$ cat src/rtl/spike_rate_encoder_if.sv
// Sample-in / spike-train-out bundle for the rate encoder.
// The master side offers samples and observes spikes; the slave is the encoder.
interface spike_rate_encoder_if #(
    parameter int NUM_INPUTS = 4,
    parameter int DATA_WIDTH = 8
);
    logic                             in_valid;
    logic                             in_ready;
    logic [NUM_INPUTS*DATA_WIDTH-1:0] in_data;
    logic [NUM_INPUTS-1:0]            spike_out;
    logic                             spike_valid;
    logic                             busy;
    logic                             done;

    modport master (
        output in_valid, in_data,
        input  in_ready, spike_out, spike_valid, busy, done
    );

    modport slave (
        input  in_valid, in_data,
        output in_ready, spike_out, spike_valid, busy, done
    );
endinterface

$ cat src/rtl/spike_rate_encoder.sv
// Deterministic phase-accumulator rate coder: one sample of intensities
// becomes NUM_TIMESTEPS cycles of per-channel spikes for the IF network.
module spike_rate_encoder #(
    parameter int NUM_INPUTS    = 4,
    parameter int DATA_WIDTH    = 8,
    parameter int NUM_TIMESTEPS = 16
) (
    input  logic                 clk,
    input  logic                 rst,
    input  logic                 clear,
    spike_rate_encoder_if.slave  bus
);
    localparam int TW = $clog2(NUM_TIMESTEPS + 1);

    typedef enum logic [1:0] {
        S_IDLE = 2'd0,
        S_RUN  = 2'd1,
        S_DONE = 2'd2
    } state_t;

    state_t                r_state;
    state_t                w_next;
    logic [DATA_WIDTH-1:0] r_acc [NUM_INPUTS];
    logic [DATA_WIDTH-1:0] r_int [NUM_INPUTS];
    logic [DATA_WIDTH:0]   w_sum [NUM_INPUTS];
    logic [TW-1:0]         r_tcnt;
    logic [NUM_INPUTS-1:0] r_spike;
    logic                  r_valid;
    logic                  r_done;
    logic                  w_last;

    assign w_last = (r_tcnt == TW'(NUM_TIMESTEPS - 1));

    // The carry out of each accumulator is that channel's spike.
    always_comb begin
        for (int i = 0; i < NUM_INPUTS; i++) begin
            w_sum[i] = {1'b0, r_acc[i]} + {1'b0, r_int[i]};
        end
    end

    always_ff @(posedge clk or negedge rst) begin
        if (!rst) r_state <= S_IDLE;
        else      r_state <= w_next;
    end

    always_comb begin
        w_next = r_state;
        unique case (r_state)
            S_IDLE:  if (bus.in_valid) w_next = S_RUN;
            S_RUN:   if (w_last) w_next = S_DONE;
            S_DONE:  w_next = S_IDLE;
            default: w_next = S_IDLE;
        endcase
        if (clear) w_next = S_IDLE;
    end

    always_ff @(posedge clk or negedge rst) begin
        if (!rst) begin
            for (int i = 0; i < NUM_INPUTS; i++) begin
                r_acc[i] <= '0;
                r_int[i] <= '0;
            end
            r_tcnt  <= '0;
            r_spike <= '0;
            r_valid <= 1'b0;
            r_done  <= 1'b0;
        end else if (clear) begin
            r_spike <= '0;
            r_valid <= 1'b0;
            r_done  <= 1'b0;
        end else begin
            r_done <= 1'b0;
            unique case (r_state)
                S_IDLE: begin
                    if (bus.in_valid) begin
                        for (int i = 0; i < NUM_INPUTS; i++) begin
                            r_int[i] <= bus.in_data[i*DATA_WIDTH +: DATA_WIDTH];
                            r_acc[i] <= '0;
                        end
                        r_tcnt <= '0;
                    end
                end
                S_RUN: begin
                    for (int i = 0; i < NUM_INPUTS; i++) begin
                        r_acc[i]   <= w_sum[i][DATA_WIDTH-1:0];
                        r_spike[i] <= w_sum[i][DATA_WIDTH];
                    end
                    r_valid <= 1'b1;
                    r_tcnt  <= r_tcnt + TW'(1);
                end
                S_DONE: begin
                    r_spike <= '0;
                    r_valid <= 1'b0;
                    r_done  <= 1'b1;
                end
                default: ;
            endcase
        end
    end

    assign bus.in_ready    = (r_state == S_IDLE);
    assign bus.busy        = (r_state != S_IDLE);
    assign bus.spike_out   = r_spike;
    assign bus.spike_valid = r_valid;
    assign bus.done        = r_done;
endmodule

$ cat src/flat_wrapper.sv
// flat-port wrapper written by rule: the top's interface ports become plain ports
module spike_rate_encoder_flat 
#(
    parameter int NUM_INPUTS    = 4,
    parameter int DATA_WIDTH    = 8,
    parameter int NUM_TIMESTEPS = 16
)
  (clk, rst, clear, bus_in_valid, bus_in_data, bus_in_ready, bus_spike_out, bus_spike_valid, bus_busy, bus_done);
  spike_rate_encoder_if #(.NUM_INPUTS(NUM_INPUTS), .DATA_WIDTH(DATA_WIDTH)) bus_i ();
  input  logic clk;
  input  logic rst;
  input  logic clear;
  input wire logic [$bits(bus_i.in_valid)-1:0] bus_in_valid;
  input wire logic [$bits(bus_i.in_data)-1:0] bus_in_data;
  output wire logic [$bits(bus_i.in_ready)-1:0] bus_in_ready;
  output wire logic [$bits(bus_i.spike_out)-1:0] bus_spike_out;
  output wire logic [$bits(bus_i.spike_valid)-1:0] bus_spike_valid;
  output wire logic [$bits(bus_i.busy)-1:0] bus_busy;
  output wire logic [$bits(bus_i.done)-1:0] bus_done;
  assign bus_i.in_valid = bus_in_valid;
  assign bus_i.in_data = bus_in_data;
  assign bus_in_ready = bus_i.in_ready;
  assign bus_spike_out = bus_i.spike_out;
  assign bus_spike_valid = bus_i.spike_valid;
  assign bus_busy = bus_i.busy;
  assign bus_done = bus_i.done;
  spike_rate_encoder #(.NUM_INPUTS(NUM_INPUTS), .DATA_WIDTH(DATA_WIDTH), .NUM_TIMESTEPS(NUM_TIMESTEPS)) u_core (.clk(clk), .rst(rst), .clear(clear), .bus(bus_i));
endmodule
$ cat config.mk
export PLATFORM = sky130hd
export DESIGN_NAME = spike_rate_encoder_flat
export DESIGN_NICKNAME = d
export VERILOG_FILES = /design/src/rtl/spike_rate_encoder_if.sv /design/src/rtl/spike_rate_encoder.sv /design/src/flat_wrapper.sv
export SDC_FILE = /design/constraint.sdc
export NUM_CORES = 1
export LEC_CHECK = 0
export CORE_ASPECT_RATIO = 1.25
export CORE_UTILIZATION = 51
export DETAILED_ROUTE_END_ITERATION = 8
export PLACE_DENSITY = 0.82
export SLEW_MARGIN = 20
export SYNTH_ARGS = -nofsm -noshare
export SYNTH_HDL_FRONTEND = slang
export SYNTH_SLANG_ARGS = --single-unit
$ cat constraint.sdc
create_clock -name clk -period 1.84 [get_ports clk]
set_clock_uncertainty 0.15 [all_clocks]
set_input_delay 0.46 -clock clk [delete_from_list [all_inputs] [get_ports clk]]
set_output_delay 0.46 -clock clk [all_outputs]
set_load 0.01 [all_outputs]
==> impl_metrics.csv <==
group,metric,value,unit
clock_tree,clkSinkCount,77,
detailed_routing,via_per_inst,6.01,
die,start_util,53.5,%
global_route,grt_pass1_wl,17800,um
timing,timing.hold.ws,0.353,ns
clock_tree,cts.clk_slew.worst_paths,0.08,ns
synthesis,synthFlopType,"dfrtp_1",
clock_tree,clock_path_buffers,2,
synthesis,synthesis.area,4220,um2
cells_and_area,syn_to_final_growth,41.7,%
global_route,overflow,0,
synthesis,syn-mean-instance-area,11.3,um2
power,power.leakage,2.73,nW
cells_and_area,fin_nets,581,
min_path,hold_depth,2,
global_route,grt_start_max_net_pins,35,
worst_setup_path,r2r_slack,-0.15,ns
synthesis,synth_seq_area_share,45.7,%
timing,setup_ws,-0.148,ns
synthesis,syn-instance-count,374,
worst_setup_path,crit_type,"flip-flop to flip-flop",
cells_and_area,n_fill_cell,464,
synthesis,async_flop_share,100,%
cells_and_area,design_area,5970,um2
timing,min_period,1.99,ns
min_path,whs_endpoint,"u_core.r_acc[19]",
detailed_routing,routedWlPerCell,18.6,um
place,gp_congestion,0.899,
place,pre_cts_ws,-0.510,ns
detailed_routing,first_pass_iters,5,
detailed_routing,drc,0,
cells_and_area,drive_gt1_share,39.1,%
synthesis,yosysWarnings,0,
place,hpwl,6790,um
cells_and_area,final_cells,607,
min_path,hold_start,"u_core.r_acc[19]",
worst_setup_path,crit_path_start_kind,"flip-flop",
detailed_routing,via_count,3650,
global_route,first_global_vias,3708,
synthesis,synth-edff-count,0,
timing,slew_headroom,75.1,%
clock_tree,cts_root_buffer,"clkbuf_8",
place,dp.cells,559,
clock_tree,cts_htree_levels,3,
worst_setup_path,critPathRequiredTime,1.99,ns
die,die_y,104,um
timing,rsz0062_at_grt,"yes",
power,power_density,1230,nW/um2
clock_tree,cts_tree,"built",
timing,final_hold_viol_count,0,
timing,setup_viol,49,
clock_tree,cts_buffers,9,
die,ios,44,
run,drv_cap,0,
synthesis,ys_ff_latch,77,
detailed_routing,drt_iter0_markers,210,
worst_setup_path,r2r-end,"u_core.r_acc[13]",
die,rows,36,
cells_and_area,antenna_cells,0,
synthesis,syn_nets,448,
place,port_buffers,43,
worst_setup_path,regToRegStartpoint,"u_core.r_state[1]",
worst_setup_path,ff2ff_path_depth,5,
timing,max_freq,0.503,GHz
worst_setup_path,critPathCaptureType,"flip-flop",
outcome,status,"finished, violations left",
synthesis,netlist-cell-type-count,39,
die,chipWidth,83.3,um
timing,drv_slew,0,
power,vdd_drop_max,707,uV
timing,fin_crit_sh,108,%
worst_setup_path,arrival,2.14,ns
timing,tightestPinTransition,0.374,ns
global_route,antenna_found_initial,0,
clock_tree,insertion_delay,0.36,ns
global_route,gr-usage-all-layers,25.8,%
power,power,0.00736,W
die,core_area,7880,um2
worst_setup_path,critPathMaxFanout,7,
place,placed_area,5270,um2
detailed_routing,wl,11300,um
outcome,violations,"setup timing",
die,dieArea,8640,um2
detailed_routing,ant_nets,0,
min_path,hold_path.class,"flip-flop to flip-flop",
==> sequential cells by signal (all words and copies together), names as in the netlist <==
name,count
u_core.bus.spike_valid,1
u_core.bus.spike_out,4
u_core.r_int,32
u_core.r_tcnt,5
u_core.r_acc,32
u_core.bus.done,1
u_core.r_state,2
==> how the worst max path moves through the flow <==
stage | slack [ns] | depth (start not counted) | start | endpoint
4_1_cts | -0.1 | 5 | u_core.r_state[1] | u_core.r_acc[29]
2_1_floorplan | -0.03 | 5 | u_core.r_int[2] | u_core.r_acc[7]
3_3_place_gp | -0.42 | 5 | clear | u_core.r_acc[29]
6_report | -0.15 | 5 | u_core.r_state[1] | u_core.r_acc[13]
3_5_place_dp | -0.51 | 5 | clear | u_core.r_acc[13]
5_1_grt | -0.17 | 6 | u_core.r_acc[0] | u_core.r_acc[4]
==> cells in the mapped netlist, types with 3 or more instances <==
master      n  area share (%)
or3_1       7             1.0
inv_1      21             1.9
or4_1       6             1.1
o21ai_0    13             1.5
fa_1        4             1.9
a211oi_1    8             1.4
and3_1      4            0.59
nand3_1    17             2.0
a32o_1      4            0.95
xor2_1      7             1.5
o21bai_1    7             1.2
clkbuf_1    9            0.80
o211a_1     4            0.95
mux2_2     30             8.0
nor4_1      3            0.45
o31ai_1    16             2.8
o2111ai_1   3            0.62
xnor2_1     8             1.7
nor2_1      5            0.45
nand2_1    21             1.9
dfrtp_1    77              46
buf_6       3            0.80
nor3b_1     5            0.89
a21oi_1    26             3.1
ha_1       34              10
o221a_2     4             1.1
a22o_1     12             2.5
==> final cells by class <==
type,instances,area (um2),share of cell area (%)
Clock buffer,14,143,2.39
Clock inverter,2,10.0,0.168
Inverter,21,78.8,1.32
Multi-Input combinational cell,261,2500,41.9
Sequential cell,77,1930,32.3
Tap cell,95,119,1.99
Timing Repair Buffer,137,1190,20.0
==> cell usage in the layout, fill, tap and decap left out, types with 5 or more instances in the layout <==
cell	instances
ha_4	11
inv_1	20
xor2_1	7
xnor2_1	7
a211oi_2	5
ha_1	19
clkdlybuf4s50_1	33
mux2_2	27
o21ai_1	6
nor2_1	5
a21oi_2	9
or4_1	6
o31ai_1	12
a22o_1	12
a21oi_1	13
clkbuf_1	5
clkbuf_8	9
o21bai_1	7
nand3_1	11
nand2_1	21
dfrtp_1	77
dlygate4sd2_1	6
buf_4	87
o21ai_0	7
nand3_2	6
==> per-layer routing <==
layer	GRT usage, %	vias up	wire length [um]
met1	31.3	1838	4620
met2	44.5	115	5860
met4	13.5	0	366
li1	-	1662	-
met5	0	-	0
met3	3.27	35	433
==> per-stage QoR <==
stage / setup TNS [ns] / util, %
floorplan: -0.0546 / -
global placement: -20.29 / 66.9
detailed placement: -22.71 / 66.9
CTS: -0.658 / 72.6
global route: -5.00 / 75.8
finish: -2.80 / 75.8
==> power by group <==
group / internal (W) / total (W) / switching [W]
combinational: 0.00205 / 0.00379 / 0.00174
sequential: 0.00211 / 0.00247 / 0.000358
clock: 0.000489 / 0.00110 / 0.000613
total: 0.00465 / 0.00736 / 0.00271
==> critical path: stages, from the launching register on <==
cell and delay [ns]:
dfrtp_1 0.39, buf_6 0.13, or3b_4 0.46, or3_1 0.36, or3_1 0.34, nand3_1 0.10
==> cells by family after synthesis <==
logic type	share of synthesized area [%]
compound gates	16.6
xor+xnor	3.12
fa+ha+maj	12.0
buf+inv	3.89
flops	45.7
mux	8.55
simple gates	10.2
==> timing repair <==
| action | in CTS | in global routing |
|---|---|---|
| pin swaps | 28 | 28 |
| endpoints found under the hold margin | 26 | 0 |
| gates resized for setup | 45 | 31 |
| hold buffers | 1 | 0 |
| setup buffers | 12 | 19 |
| endpoints found under the setup margin | 58 | 24 |
Power figures use the tool's default switching activity.
